## config.mk

```make
export PLATFORM = sky130hd
export DESIGN_NAME = fetch_unit
export DESIGN_NICKNAME = d
export VERILOG_FILES = /design/src/rtl/cpu_types_pkg.sv /design/src/rtl/fetch_hold_buf.sv /design/src/rtl/fetch_unit.sv
export SDC_FILE = /design/constraint.sdc
export NUM_CORES = 1
export LEC_CHECK = 0
export CAP_MARGIN = 20
export CELL_PAD_IN_SITES_DETAIL_PLACEMENT = 1
export CELL_PAD_IN_SITES_GLOBAL_PLACEMENT = 1
export CORE_ASPECT_RATIO = 0.9
export CORE_MARGIN = 4
export CORE_UTILIZATION = 34
export CTS_CLUSTER_SIZE = 25
export DETAILED_ROUTE_END_ITERATION = 10
export PLACE_DENSITY_LB_ADDON = 0.2
export SLEW_MARGIN = 10
export SYNTH_ARGS = -nofsm -noshare
export SYNTH_HDL_FRONTEND = slang
export SYNTH_SLANG_ARGS = --single-unit
```

## constraint.sdc

```tcl
create_clock -name CLK -period 5.6 [get_ports CLK]
set_clock_uncertainty 0.2 [all_clocks]
set_input_delay 0.84 -clock CLK [delete_from_list [all_inputs] [get_ports CLK]]
set_output_delay 0.84 -clock CLK [all_outputs]
set_load 0.05 [all_outputs]
```

## src/rtl/cpu_types_pkg.sv

```systemverilog
// Shared types for the fetch stage: word type, fetch FSM states and the default PC step.
package cpu_types_pkg;

    typedef logic [31:0] word_t;

    typedef enum logic [1:0] {
        RUN,
        HOLD,
        HALTED
    } fetch_state_t;

    localparam word_t PC_STEP_DEF = 32'd4;

    function automatic word_t align_word(input word_t addr);
        return {addr[31:2], 2'b00};
    endfunction

endpackage

```

## src/rtl/fetch_hold_buf.sv

```systemverilog
// One-entry {word, pc} holding register used to park a fetched word while IF/ID is stalled.
module fetch_hold_buf
    import cpu_types_pkg::*;
(
    input  logic  CLK,
    input  logic  RST,
    input  logic  load,
    input  logic  clear,
    input  word_t word_in,
    input  word_t pc_in,
    output word_t word_out,
    output word_t pc_out,
    output logic  full
);

    word_t word_q, word_d;
    word_t pc_q, pc_d;
    logic  full_q, full_d;

    always_comb begin
        word_d = word_q;
        pc_d   = pc_q;
        full_d = full_q;
        if (clear) begin
            full_d = 1'b0;
        end else if (load) begin
            word_d = word_in;
            pc_d   = pc_in;
            full_d = 1'b1;
        end
    end

    always_ff @(posedge CLK) begin
        if (RST) begin
            word_q <= '0;
            pc_q   <= '0;
            full_q <= 1'b0;
        end else begin
            word_q <= word_d;
            pc_q   <= pc_d;
            full_q <= full_d;
        end
    end

    assign word_out = word_q;
    assign pc_out   = pc_q;
    assign full     = full_q;

endmodule

```

## src/rtl/fetch_unit.sv

```systemverilog
// Instruction-fetch stage: owns the PC, reads imem, feeds IF/ID with {instr, npc, valid}.
// Define FETCH_BUF_EN to park a word fetched during a stall instead of refetching it.
module fetch_unit
    import cpu_types_pkg::*;
#(
    parameter word_t PC_INIT = 32'h0000_0000,
    parameter word_t PC_STEP = PC_STEP_DEF
) (
    input  logic        CLK,
    input  logic        RST,
    input  logic        ihit,
    input  logic [31:0] imemload,
    input  logic        stall,
    input  logic        redirect,
    input  logic [31:0] redirect_pc,
    input  logic        halt,
    output logic        imemREN,
    output logic [31:0] imemaddr,
    output logic [31:0] instr_out,
    output logic [31:0] npc_out,
    output logic        instr_valid,
    output logic        halted
);

    fetch_state_t state_q, state_d;
    word_t        pc_q, pc_d;
    word_t        instr_q, instr_d;
    word_t        npc_q, npc_d;
    logic         valid_q, valid_d;
    logic         halted_q, halted_d;
    word_t        pc_next;

`ifdef FETCH_BUF_EN
    logic  buf_load, buf_clear, buf_full;
    word_t buf_word, buf_pc;

    fetch_hold_buf u_hold_buf (
        .CLK      (CLK),
        .RST      (RST),
        .load     (buf_load),
        .clear    (buf_clear),
        .word_in  (imemload),
        .pc_in    (pc_q),
        .word_out (buf_word),
        .pc_out   (buf_pc),
        .full     (buf_full)
    );
`endif

    assign pc_next = pc_q + PC_STEP;

    always_comb begin
        state_d  = state_q;
        pc_d     = pc_q;
        instr_d  = instr_q;
        npc_d    = npc_q;
        valid_d  = valid_q;
        halted_d = halted_q;
`ifdef FETCH_BUF_EN
        buf_load  = 1'b0;
        buf_clear = 1'b0;
`endif
        unique case (state_q)
            RUN: begin
                if (halt) begin
                    state_d  = HALTED;
                    halted_d = 1'b1;
                    valid_d  = 1'b0;
                end else if (redirect) begin
                    pc_d    = align_word(redirect_pc);
                    valid_d = 1'b0;
                end else if (!stall) begin
                    if (ihit) begin
                        instr_d = imemload;
                        npc_d   = pc_next;
                        pc_d    = pc_next;
                        valid_d = 1'b1;
                    end else begin
                        valid_d = 1'b0;
                    end
`ifdef FETCH_BUF_EN
                end else if (ihit) begin
                    buf_load = 1'b1;
                    state_d  = HOLD;
`endif
                end
            end
            HOLD: begin
`ifdef FETCH_BUF_EN
                if (halt) begin
                    state_d   = HALTED;
                    halted_d  = 1'b1;
                    valid_d   = 1'b0;
                    buf_clear = 1'b1;
                end else if (redirect) begin
                    state_d   = RUN;
                    pc_d      = align_word(redirect_pc);
                    valid_d   = 1'b0;
                    buf_clear = 1'b1;
                end else if (!stall && buf_full) begin
                    // pc_q still points at the parked word, so pc_next is its npc
                    state_d   = RUN;
                    instr_d   = buf_word;
                    npc_d     = buf_pc + PC_STEP;
                    pc_d      = pc_next;
                    valid_d   = 1'b1;
                    buf_clear = 1'b1;
                end
`else
                state_d = RUN;
`endif
            end
            HALTED: begin
                valid_d  = 1'b0;
                halted_d = 1'b1;
            end
            default: state_d = RUN;
        endcase
    end

    always_ff @(posedge CLK) begin
        if (RST) begin
            state_q  <= RUN;
            pc_q     <= PC_INIT;
            instr_q  <= '0;
            npc_q    <= '0;
            valid_q  <= 1'b0;
            halted_q <= 1'b0;
        end else begin
            state_q  <= state_d;
            pc_q     <= pc_d;
            instr_q  <= instr_d;
            npc_q    <= npc_d;
            valid_q  <= valid_d;
            halted_q <= halted_d;
        end
    end

    assign imemREN     = (state_q == RUN) && !RST;
    assign imemaddr    = pc_q;
    assign instr_out   = instr_q;
    assign npc_out     = npc_q;
    assign instr_valid = valid_q;
    assign halted      = halted_q;

endmodule

```

Yosys cells after proc, flatten, opt, wreduce, memory -nomap -nowiden:

Index checks and enable logic that the tools add are counted.

* bits in registers: 100
* output and inout bits: 99

* $add $sub $neg: 1
* equal/unequal tests: 4
* muxes and demuxes: 12
* bitwise logic cells: 4
* reductions and logical operators: 10

Operator list (count)
* 2-to-1 mux 32 bit: 3
* adder 32 x 3 -> 32 bit (second input constant): 1
* AND reduction 2 bit: 3
* 2-to-1 mux 1 bit: 5
* AND reduction 5 bit: 1
* != test 4 bit (second input constant): 1
* NOT 1 bit: 4
* one-hot mux 1 bit (2 select lines): 2
* one-hot mux 2 bit (2 select lines): 1
* AND reduction 4 bit: 1
* nonzero test 2 bit: 2
* equality test 2 bit (second input constant): 1
* logical NOT 2 bit: 1
* 2-to-1 mux 2 bit: 1
* != test 2 x 1 -> 1 bit (second input constant): 1
* != test 2 bit (second input constant): 1
* logical AND 1 bit: 1
* logical NOT 1 bit: 1

Depth between registers and ports, before layout:

Gate-level depths: netlist of run 1.

* depth in word-level cells: 5
* mapped depth: 7
* depth with buffers taken out: 6

Worst setup path after synthesis of run 1:

No wires, ideal clock.

* path kind: input-to-output
* start point: input port RST
* end point: output port imemREN
* data arrival time: 2.044 ns
* required time: 4.560 ns
* slack: 2.516 ns
* cell stages on the path: 4
* cell sequence: buf_4 -> clkbuf_1 -> buf_1 -> nor2_1

* cells in the longest elaborated chain, start to end: 2

Ends and longest elaborated chain
* from (decl): RTL line fetch_unit.sv:10 `input logic RST,`
* logical NOT 1 bit: RTL line fetch_unit.sv:139 `assign imemREN = (state_q == RUN) && !RST;`
* logical AND 1 bit: RTL line fetch_unit.sv:139
* to (decl): RTL line fetch_unit.sv:17 `output logic imemREN,`

No other way between the ends.

Worst setup path in the final report of run 1:

* start point: input port redirect
* end point: register npc_q[25], in the netlist npc_out[25]

* cells in the longest elaborated chain, start to end: 2

Ends and longest elaborated chain
* from (decl): RTL line fetch_unit.sv:14 `input logic redirect,`
* NOT 1 bit (no line)
* AND reduction 5 bit (no line)
* to (signal assigned): RTL line fetch_unit.sv:133 `npc_q <= npc_d;`
* to (decl): RTL line fetch_unit.sv:28 `word_t npc_q, npc_d;`

No other way between the ends.
A chain may end at the register's enable or synchronous reset.

==> results of run 1 <==
final timing paths:
check / slack [ns] / cells after the start / from / endpoint
worst min-delay path: 0.26 / 2 / npc_out[3] / npc_out[3]
worst max-delay path: 2.28 / 7 / redirect / npc_out[25]
worst min register to register: 0.26 / 2 / npc_out[3] / npc_out[3]
worst max register to register: 2.59 / 6 / imemaddr[2] / imemaddr[30]
metal layers:
layer / global-route usage (%) / vias to the layer above
met3: 5.99 / 25
met1: 27.2 / 2249
met4: 6.43 / 2
met5: 0 / -
li1: - / 2272
met2: 34.2 / 153
power by group through the flow:
stage	Sequential [W]	Combinational (W)	Clock (W)
floorplan	0.000805	0.000100	0
global placement	0.000741	0.000275	0
detailed placement	0.000743	0.000280	0
CTS	0.000727	0.000283	0.000696
global route	0.000732	0.000299	0.000727
finish	0.000728	0.000281	0.000677
stage by stage:
stage | worst slack [ns] | cell area, um^2 | hold WS, ns | total power [W] | utilization, %
6_report | 2.28 | 6510 | 0.257 | 0.00169 | 50.5
3_3_place_gp | 1.99 | 6190 | 0.242 | 0.00102 | 48.0
4_1_cts | 2.29 | 6510 | 0.260 | 0.00171 | 50.5
2_1_floorplan | 2.52 | 4550 | 0.475 | 0.000905 | -
3_5_place_dp | 1.93 | 6190 | 0.251 | 0.00102 | 48.0
5_1_grt | 2.08 | 6510 | 0.281 | 0.00176 | 50.5
synthesized netlist by cell type (2+ instances only):
cell type / count
sky130_fd_sc_hd__nand2_1: 98
sky130_fd_sc_hd__dfxtp_1: 95
sky130_fd_sc_hd__nor2_1: 64
sky130_fd_sc_hd__a21oi_1: 47
sky130_fd_sc_hd__clkbuf_1: 38
sky130_fd_sc_hd__a211oi_1: 29
sky130_fd_sc_hd__nand3_1: 20
sky130_fd_sc_hd__o21ai_0: 20
sky130_fd_sc_hd__xnor2_1: 17
sky130_fd_sc_hd__nor3_1: 14
sky130_fd_sc_hd__and3_1: 9
sky130_fd_sc_hd__buf_4: 9
sky130_fd_sc_hd__xor2_1: 9
sky130_fd_sc_hd__a31oi_1: 8
sky130_fd_sc_hd__a22oi_1: 7
sky130_fd_sc_hd__o31ai_1: 7
sky130_fd_sc_hd__nand4_1: 6
sky130_fd_sc_hd__a32o_1: 5
sky130_fd_sc_hd__and4_1: 5
sky130_fd_sc_hd__mux2i_1: 5
sky130_fd_sc_hd__a311oi_1: 4
sky130_fd_sc_hd__inv_1: 4
sky130_fd_sc_hd__o41ai_1: 4
sky130_fd_sc_hd__a22o_1: 3
sky130_fd_sc_hd__nor4_1: 3
sky130_fd_sc_hd__a21o_1: 2
sky130_fd_sc_hd__a32oi_1: 2
sky130_fd_sc_hd__buf_1: 2
sky130_fd_sc_hd__clkbuf_2: 2
sky130_fd_sc_hd__nand2b_1: 2
sky130_fd_sc_hd__nor2b_1: 2
sky130_fd_sc_hd__nor3b_1: 2
sky130_fd_sc_hd__o22ai_1: 2
sky130_fd_sc_hd__or2_2: 2
sky130_fd_sc_hd__or3_1: 2
cells by family (layout without fill, tap and decap cells):
group	Yosys count	count (layout)	share of synthesized area, %
AOI/OAI and AO/OA	148	148	21.5
other	1	4	0.0826
muxes	6	6	1.35
and+or+nand+nor	237	237	24.1
DFF	95	95	41.9
xor gates and xnor gates	26	26	5.02
buffers and inverters	58	189	5.79
adders and majority gates	1	1	0.276
state kept, by name, summed over array words and instances (netlist names):
register,cells
npc_out,30
instr_valid,1
imemaddr,30
halted,1
state_q,1
instr_out,32
layout make-up:
class / count / area [um^2]
tap: 164 / 205
timing repair buffer: 168 / 1670
sequential: 95 / 1900
fill: 1528 / 6370
clock inverter: 5 / 81.3
multi-input combinational: 422 / 2390
inverter: 5 / 18.8
clock buffer: 11 / 243
worst max-delay path: cells and delay by family:
| family | cells | cell delay [ns] |
|---|---|---|
| AO/OA/AOI/OAI | 1 | 0.24 |
| AND/OR/NAND/NOR | 3 | 1.29 |
| buffers and inverters | 3 | 0.93 |
==> impl_results.md, run 1 <==
* Worst-Margin Slew at 1.04 ns
* Net load switching power at 0.000472 W
* Switching power share of the total at 28.0%
* Number of antenna violations at the first check in global routing at 1
* Met2 Wirelength at 7760 um
* Number of hold-slack violations in the final timing report at 0
* Via count at 4701
* Overall die height at 118 um
* Max frequency at 301 MHz
* Register bit count reported by yosys at 95
* Max IR drop VDD at 0.000179 V
* Clock network fraction of design power at 40.2%
* Number of H-tree levels at 3
* Clock-pin transition on the worst setup and hold timing paths at 0.07 ns
* Number of distinct standard cells referenced by the synthesized netlist at 57
* Primary FF master, synth: sky130_fd_sc_hd__dfxtp_1
* Outcome: finished, final reports clean
* Summed negative setup slack over all endpoints at 0 ns
* Global router's overall resource usage at 21.2%
* Routability congestion estimate from global placement at 0.829
* Placed wire-length estimate at 11200 um
* Skew-Pair Late Insertion Delay at 0.35 ns
* Total congestion overflow after global routing at 0
* Post-route DRC violation count at 0
* Post-layout nets at 772
* Clock tree from TritonCTS: yes
* Required @ worst endpoint at 5.65 ns
* Core ar. at 12900 um^2
* Top-level I/O count at 169
* Biggest area contributors in the synthesized netlist: sky130_fd_sc_hd__dfxtp_1 42%, sky130_fd_sc_hd__nand2_1 8.1%, sky130_fd_sc_hd__nor2_1 5.3%
* Post-DR wirelength/cell at 18.6 um
* CP endpoint kind: register
* Resized cells post-CTS at 0
* Max-slew violations at 0
* Number of antenna cells inserted at 0
* Unrepaired setup endpoints after global routing: no
* Most used cells in the layout excluding fill and tap cells: 160 x sky130_fd_sc_hd__clkdlybuf4s50_1, 98 x sky130_fd_sc_hd__nand2_1, 95 x sky130_fd_sc_hd__dfxtp_1, 63 x sky130_fd_sc_hd__nor2_1, 47 x sky130_fd_sc_hd__a21oi_1
* Routed length on met1 at 7060 um
* Top routing layer used: met5
* Final period utilization at 59.4%
* Final std cells w/o fill at 870
* Count of input and output buffers at 162
* Number of violations of the max-capacitance limit at 0
* Yosys warnings at 0
* DR WL met3 at 1070 um
* Number of flops mapped to enable cells by yosys at 0
* Share of synthesized area occupied by flip-flops and latches at 41.9%
* Leakage at 2.11 nW
* Internal power consumption at 0.00121 W
* Share of synthesized registers carrying an async set or reset at 0%
* Effective utilization at floorplan at 35.2%
* Growth of design area from synthesis to finish at 43.5%
* Fraction of synthesized cell area taken by the top area cell type at 41.9%
* Ratio of total power to cell area at 259 nW/um^2
* Combinational cell fraction of total power at 16.7%
* Most frequent standard cell in the layout excluding fill and tap cells: sky130_fd_sc_hd__clkdlybuf4s50_1
* Drt first-iter violations at 258
* Via count of the first global-routing pass at 4786
* Mean Syn Cell Area at 7.93 um^2
* Biggest area consumer among synthesized cells: sky130_fd_sc_hd__dfxtp_1
* Critical Path, Cell by Cell: buf_2 -> buf_4 -> or3b_2 -> nor2_4 -> buf_12 -> nor2_1 -> a211oi_1
* Post-Syn Area at 4540 um^2
* Peak per-stage delay on the critical path at 0.63 ns
* Total wire length at 16200 um
* Placement Rows at 39
* Residual antenna-violating net count after detailed routing at 0
* Arrival time at the worst endpoint at 3.37 ns
* Class of the worst hold path: reg2reg
* # hold bufs at CTS at 0
* Wire length of the first global-routing pass at 25800 um
* Die W at 130 um
* Proportion of power drawn by flip-flops and latches at 43.2%
* Final critical path time including I/O delays and setup at 3.32 ns
* First drt pass iteration count at 5
* Critical-path maximum fanout at 61
* Layout cell share with drive strength beyond 1 at 5.10%
* Sinks on Clock Net at 95
* Drt via density at 5.40
* Worst Path Class, Setup: in2reg
* Number of clock buffers inserted by TritonCTS at 9
* Critical Path Source Type: primary input
* Pin count of the biggest net entering global routing at 91
* Setup violators final at 0
* Synthesized instance count at 572
* Placed insts at 854
* CTS Root Buffer Type: sky130_fd_sc_hd__clkbuf_16
* Max transition margin at 30.9%
* Post CTS Setup Buffer Count at 0
* Clk buf depth at 2
* Overall die area at 15300 um^2
* Slowest cell on the critical path: sky130_fd_sc_hd__nor2_4
Note: power is estimated with default switching activity, not from simulation.
==> run 2: changes to the inputs <==
--- a/config.mk
+++ b/config.mk
@@ -10,7 +10,7 @@
 export CELL_PAD_IN_SITES_GLOBAL_PLACEMENT = 1
 export CORE_ASPECT_RATIO = 0.9
 export CORE_MARGIN = 4
-export CORE_UTILIZATION = 34
+export CORE_UTILIZATION = 32
 export CTS_CLUSTER_SIZE = 25
 export DETAILED_ROUTE_END_ITERATION = 10
 export PLACE_DENSITY_LB_ADDON = 0.2
==> constraint.sdc (replaced) <==
create_clock -name CLK -period 3.1 [get_ports CLK]
set_clock_uncertainty 0.2 [all_clocks]
set_input_delay 0.465 -clock CLK [delete_from_list [all_inputs] [get_ports CLK]]
set_output_delay 0.465 -clock CLK [all_outputs]
set_load 0.05 [all_outputs]
==> run 2 against run 1 <==
  * Clock-buffer cell count down 2
  * Combinational power is 85% higher
  * Register-to-register slack worse by 2.3 ns
  * Die area up 5.8%
  * Largest cell class unchanged
  * Highest routed layer is now met4
==> impl_results.md, run 2 (same netlist as run 1, synthesis figures left out) <==
* Ratio of total power to cell area at 451 nW/um^2 (was 259 nW/um^2)
* Number of antenna cells inserted at 0 (unchanged)
* Via count at 4748 (was 4701)
* Footprint of the flip-flops and latches at 1900 um^2 (unchanged)
* CP endpoint kind: register (unchanged)
* Routability congestion estimate from global placement at 0.838 (was 0.829)
* Number of hold-slack violations in the final timing report at 0 (unchanged)
* Via count of the first global-routing pass at 4930 (was 4786)
* Most used cells in the layout excluding fill and tap cells: 160 x sky130_fd_sc_hd__clkdlybuf4s50_1, 98 x sky130_fd_sc_hd__nand2_1, 95 x sky130_fd_sc_hd__dfxtp_1, 63 x sky130_fd_sc_hd__nor2_1, 47 x sky130_fd_sc_hd__a21oi_1 (unchanged)
* # hold bufs at CTS at 0 (unchanged)
* Top-level I/O count at 169 (unchanged)
* CTS Root Buffer Type: sky130_fd_sc_hd__clkbuf_16 (unchanged)
* Class of the worst hold path: reg2reg (unchanged)
* Combinational cell fraction of total power at 17.5% (was 16.7%)
* Number of violations of the max-capacitance limit at 0 (unchanged)
* Final critical path time including I/O delays and setup at 2.84 ns
* Overall die height at 121 um (was 118 um)
* Resized cells post-CTS at 0 (unchanged)
* Leakage at 2.14 nW (was 2.11 nW)
* Total wire length at 16400 um (was 16200 um)
* Clock tree from TritonCTS: yes (unchanged)
* Count of input and output buffers at 162 (unchanged)
* Hold Path Depth at 2 (unchanged)
* Wire length of the first global-routing pass at 26300 um (was 25800 um)
* Unrepaired setup endpoints after global routing: no (unchanged)
* Clk buf depth at 2 (unchanged)
* Outcome: finished, final reports clean (unchanged)
* Max IR drop VDD at 0.000306 V (was 0.000179 V)
* Clock-pin transition on the worst setup and hold timing paths at 0.07 ns (about the same)
* Fill cell count at 1672 (was 1528)
* Global router's overall resource usage at 20.3% (was 21.2%)
* Switching power share of the total at 29.4% (was 28.0%)
* First drt pass iteration count at 4 (was 5)
* Placed insts at 891 (was 854)
* Max-slew violations at 0 (unchanged)
* Critical Path Source Type: register (was primary input)
* Reg2Reg Depth at 6 (unchanged)
* Most frequent standard cell in the layout excluding fill and tap cells: sky130_fd_sc_hd__clkdlybuf4s50_1 (unchanged)
* Summed negative setup slack over all endpoints at 0 ns (unchanged)
* Layout cell share with drive strength beyond 1 at 6.30% (was 5.10%)
* Final std cells w/o fill at 907 (was 870)
* Post-DR wirelength/cell at 18.1 um (was 18.6 um)
* Drt via density at 5.23 (was 5.40)
* Number of antenna violations at the first check in global routing at 0 (was 1)
* Footprint of the multi-input gates at 2390 um^2 (unchanged)
* Effective utilization at floorplan at 32.5% (was 35.2%)
* Core ar. at 14000 um^2 (was 12900 um^2)
* Proportion of power drawn by flip-flops and latches at 44.0% (was 43.2%)
* Arrival time at the worst endpoint at 2.93 ns (was 3.37 ns)
* Number of clock buffers inserted by TritonCTS at 9 (unchanged)
* Clock network fraction of design power at 38.6% (was 40.2%)
* Post CTS Setup Buffer Count at 0 (unchanged)
* Pin count of the biggest net entering global routing at 91 (unchanged)
* Post-layout nets at 780 (was 772)
* Skew-Pair Late Insertion Delay at 0.35 ns (about the same)
* Final total power at 0.00298 W (was 0.00169 W)
* Residual antenna-violating net count after detailed routing at 0 (unchanged)
* Post-route DRC violation count at 0 (unchanged)
* Setup violators final at 0 (unchanged)
* Number of flip-flops under the largest register name at 32 (unchanged)
* Die W at 134 um (was 130 um)
* Max transition margin at 47.8% (was 30.9%)
* Net load switching power at 0.000876 W (was 0.000472 W)
* Max frequency at 352 MHz
* Overall die area at 16200 um^2 (was 15300 um^2)
* Placement Rows at 41 (was 39)
* Drt first-iter violations at 205 (was 258)
* Final period utilization at 91.7%
* Internal power consumption at 0.00210 W (was 0.00121 W)
* Worst-Margin Slew at 0.776 ns (was 1.04 ns)
* Worst Path Class, Setup: reg2reg (was in2reg)
* Placed wire-length estimate at 11600 um (was 11200 um)
* Required @ worst endpoint at 3.18 ns (was 5.65 ns)
* Growth of design area from synthesis to finish at 45.5% (was 43.5%)
* Sinks on Clock Net at 95 (unchanged)
* Critical-path maximum fanout at 8 (was 61)
* Number of H-tree levels at 3 (unchanged)
* Total congestion overflow after global routing at 0 (unchanged)
==> run 2: cell count changes in the layout (fill, tap and decap cells not counted) <==
| cell | before | now |
|---|---|---|
| sky130_fd_sc_hd__clkinv_4 | 1 | 2 |
| sky130_fd_sc_hd__clkinv_2 | 1 | 0 |
| sky130_fd_sc_hd__buf_12 | 1 | 2 |
| sky130_fd_sc_hd__buf_4 | 5 | 12 |
| sky130_fd_sc_hd__bufinv_16 | 2 | 1 |
| sky130_fd_sc_hd__inv_6 | 0 | 2 |
| sky130_fd_sc_hd__clkinvlp_4 | 1 | 2 |
| sky130_fd_sc_hd__clkbuf_1 | 1 | 0 |
| sky130_fd_sc_hd__clkbuf_8 | 1 | 0 |
==> run 2: worst paths after layout <==
| path | start | end | slack (ns) |
|---|---|---|---|
| max reg2reg | imemaddr[2] | imemaddr[30] | 0.26 |
| min reg2reg | instr_out[19] | instr_out[19] | 0.26 |
| max | imemaddr[2] | imemaddr[30] | 0.26 |
| min | instr_out[19] | instr_out[19] | 0.26 |
==> run 2: routing by layer <==
layer | wire (um) | GRT usage [%] | vias up
met4 | 319 | 6.17 | 0
met5 | 0 | 0 | -
met3 | 1090 | 6.09 | 22
met2 | 8000 | 34.2 | 144
li1 | - | - | 2286
met1 | 7010 | 25.1 | 2296
==> run 2: power groups by stage <==
stage | sequential (W) | clock (W) | combinational, W
after global placement | 0.00133 | 0 | 0.000510
after floorplan | 0.00145 | 0 | 0.000181
final | 0.00131 | 0.00115 | 0.000520
after detailed placement | 0.00134 | 0 | 0.000520
after global routing | 0.00132 | 0.00124 | 0.000553
after CTS | 0.00131 | 0.00119 | 0.000524
==> run 2: critical path, stage by stage (launching register included) <==
cell	delay, ns
sky130_fd_sc_hd__dfxtp_1	0.50
sky130_fd_sc_hd__ha_1	0.33
sky130_fd_sc_hd__and4_2	0.33
sky130_fd_sc_hd__nand3_1	0.18
sky130_fd_sc_hd__nor4_1	0.72
sky130_fd_sc_hd__mux2_2	0.42
sky130_fd_sc_hd__nor2_1	0.09
==> run 2: area by class of cell <==
type	instances	share of cell area, %
tap	193	3.66
timing repair buffer	176	26.4
multi-input combinational	422	36.2
sequential	95	28.8
inverter	5	0.284
clock buffer	9	3.41
clock inverter	7	1.21
==> run 2: through the flow <==
stage	setup slack, ns	instance area [um^2]	hold slack, ns	util (%)
floorplan	0.382	4550	0.401	-
global placement	0.422	6300	0.241	45.1
detailed placement	0.274	6300	0.251	45.1
CTS	0.248	6600	0.263	47.3
global route	0.103	6600	0.280	47.3
finish	0.257	6600	0.258	47.3
==> run 3: changes to the inputs <==
--- a/config.mk
+++ b/config.mk
@@ -13,6 +13,7 @@
 export CORE_UTILIZATION = 32
 export CTS_CLUSTER_SIZE = 25
 export DETAILED_ROUTE_END_ITERATION = 10
+export MAX_ROUTING_LAYER = met4
 export PLACE_DENSITY_LB_ADDON = 0.2
 export SLEW_MARGIN = 10
 export SYNTH_ARGS = -nofsm -noshare
==> run 3 against run 2 <==
  * First-iteration DRC count down 3.4%
  * Wire length up 0.21%
  * Utilization unchanged
  * Maximum frequency up 1.8%
  * Sequential power about the same
  * Largest cell class unchanged
==> impl_results.md, run 3 (same netlist as run 1, synthesis figures left out) <==
* GR met3 Demand/Resource at 5.68% (was 6.09%)
* Final critical path time including I/O delays and setup at 2.79 ns (was 2.84 ns)
* Placement Rows at 41 (unchanged)
* Leakage at 2.14 nW (unchanged)
* Most frequent standard cell in the layout excluding fill and tap cells: sky130_fd_sc_hd__clkdlybuf4s50_1 (unchanged)
* Worst setup path start: imemaddr[2] (unchanged)
* Total congestion overflow after global routing at 0 (unchanged)
* Worst-Margin Slew at 0.731 ns (was 0.776 ns)
* Residual antenna-violating net count after detailed routing at 0 (unchanged)
* Core ar. at 14000 um^2 (unchanged)
* Critical register-to-register path endpoint: imemaddr[30] (unchanged)
* Via count of the first global-routing pass at 4925 (was 4930)
* Placed wire-length estimate at 11600 um (unchanged)
* Routability congestion estimate from global placement at 0.851 (was 0.838)
* Post CTS Setup Buffer Count at 0 (unchanged)
* Met1 GRT Util at 25.4% (was 25.1%)
* Sinks on Clock Net at 95 (unchanged)
* Number of H-tree levels at 3 (unchanged)
* Top-level I/O count at 169 (unchanged)
* Hold Path Depth at 2 (unchanged)
* Drt via density at 5.24 (was 5.23)
* Skew-Pair Late Insertion Delay at 0.35 ns (about the same)
* Drt first-iter violations at 198 (was 205)
* Highest-utilization routing layer at the global route stage: met2 (unchanged)
* Growth of design area from synthesis to finish at 45.5% (unchanged)
* Setup violators final at 0 (unchanged)
* Max-slew violations at 0 (unchanged)
* Die W at 134 um (unchanged)
* Met2 capacity usage during global routing at 34.0% (was 34.2%)
* Critical-path maximum fanout at 8 (unchanged)
* Wire length of the first global-routing pass at 26300 um (about the same)
* Max frequency at 358 MHz (was 352 MHz)
* Max transition margin at 50.8% (was 47.8%)
* Clock tree from TritonCTS: yes (unchanged)
* Arrival time at the worst endpoint at 2.88 ns (was 2.93 ns)
* Ratio of total power to cell area at 452 nW/um^2 (was 451 nW/um^2)
* Reg2Reg Depth at 6 (unchanged)
* R2R Setup Slk at 0.31 ns (was 0.26 ns)
* Core Util, Final at 47.3% (unchanged)
* Total wire length at 16500 um (was 16400 um)
* Number of flip-flops under the largest register name at 32 (unchanged)
* Number of antenna cells inserted at 0 (unchanged)
* Pin count of the biggest net entering global routing at 91 (unchanged)
* First drt pass iteration count at 5 (was 4)
* Number of clock buffers inserted by TritonCTS at 9 (unchanged)
* Launch point of the worst reg-to-reg path: imemaddr[2] (unchanged)
* CP endpoint kind: register (unchanged)
* Hold_ws at 0.258 ns (about the same)
* Outcome: finished, final reports clean (unchanged)
* Number of hold-slack violations in the final timing report at 0 (unchanged)
* Total non-filler cell area in the finished layout at 6600 um^2 (unchanged)
* Summed negative setup slack over all endpoints at 0 ns (unchanged)
* Post-layout nets at 780 (unchanged)
* Resized cells post-CTS at 0 (unchanged)
* Overall die area at 16200 um^2 (unchanged)
* Post-route DRC violation count at 0 (unchanged)
* Layout cell share with drive strength beyond 1 at 6.30% (unchanged)
* Critical Path Source Type: register (unchanged)
* Required @ worst endpoint at 3.19 ns (was 3.18 ns)
* Clk buf depth at 2 (unchanged)
* Worst Path Class, Setup: reg2reg (unchanged)
* Unrepaired setup endpoints after global routing: no (unchanged)
* Class of the worst hold path: reg2reg (unchanged)
* Final period utilization at 90.1% (was 91.7%)
* Clock-pin transition on the worst setup and hold timing paths at 0.07 ns (about the same)
* Effective utilization at floorplan at 32.5% (unchanged)
* Most used cells in the layout excluding fill and tap cells: 160 x sky130_fd_sc_hd__clkdlybuf4s50_1, 98 x sky130_fd_sc_hd__nand2_1, 95 x sky130_fd_sc_hd__dfxtp_1, 63 x sky130_fd_sc_hd__nor2_1, 47 x sky130_fd_sc_hd__a21oi_1 (unchanged)
* Max IR drop VDD at 0.000308 V (was 0.000306 V)
* Total cell area at the placement stage at 6300 um^2 (unchanged)
* Number of antenna violations at the first check in global routing at 0 (unchanged)
* Start point of the worst hold path: instr_out[19] (unchanged)
* CTS Root Buffer Type: sky130_fd_sc_hd__clkbuf_16 (unchanged)
* Number of violations of the max-capacitance limit at 0 (unchanged)
* # hold bufs at CTS at 0 (unchanged)
* Global router's overall resource usage at 20.8% (was 20.3%)
* Hold Crit Endpoint: instr_out[19] (unchanged)
* Via count at 4757 (was 4748)
* Count of input and output buffers at 162 (unchanged)
* Post-DR wirelength/cell at 18.1 um (about the same)
* Overall die height at 121 um (unchanged)
==> run 3: cell counts in the layout (fill, tap and decap cells not counted) <==
No cell type changed its count.
==> run 3: power breakdown <==
| group | switching [W] | leakage (nW) | total, W | internal [W] |
|---|---|---|---|---|
| registers | 0.0000498 | 0.771 | 0.00131 | 0.00126 |
| logic | 0.000312 | 1.23 | 0.000521 | 0.000208 |
| clock network | 0.000519 | 0.143 | 0.00115 | 0.000634 |
| total | 0.000881 | 2.14 | 0.00298 | 0.00210 |
==> run 3: routing by layer <==
layer  wire length (um)  share of wire [%]
met1               7160                 44
met2               7940                 48
met5                  0                  0
met3               1060                6.4
met4                297                1.8
==> run 3: through the flow <==
| stage | setup slack, ns | power [W] | std cells |
|---|---|---|---|
| after floorplan | 0.382 | 0.00163 | 575 |
| after global placement | 0.422 | 0.00184 | 891 |
| after detailed placement | 0.274 | 0.00186 | 891 |
| after CTS | 0.248 | 0.00303 | 907 |
| after global routing | 0.103 | 0.00311 | 907 |
| final | 0.308 | 0.00298 | 907 |
==> run 3: worst max-delay path by stage <==
stage | to | slack [ns] | depth (start not counted)
floorplan | imemaddr[31] | 0.38 | 7
global placement | imemaddr[3] | 0.42 | 6
detailed placement | imemaddr[30] | 0.27 | 6
CTS | imemaddr[30] | 0.25 | 6
global route | imemaddr[30] | 0.10 | 6
finish | imemaddr[30] | 0.31 | 6
==> run 3: area by class of cell <==
| class | count | area (um^2) |
|---|---|---|
| clock buffer | 9 | 225 |
| clock inverter | 7 | 80.1 |
| fill | 1672 | 7350 |
| inverter | 5 | 18.8 |
| multi-input combinational | 422 | 2390 |
| sequential | 95 | 1900 |
| tap | 193 | 241 |
| timing repair buffer | 176 | 1740 |
==> run 3: critical path: stages, from the launching register on <==
cell and delay (ns):
sky130_fd_sc_hd__dfxtp_1 0.50, sky130_fd_sc_hd__ha_1 0.33, sky130_fd_sc_hd__and4_2 0.33, sky130_fd_sc_hd__nand3_1 0.18
sky130_fd_sc_hd__nor4_1 0.69, sky130_fd_sc_hd__mux2_2 0.42, sky130_fd_sc_hd__nor2_1 0.09
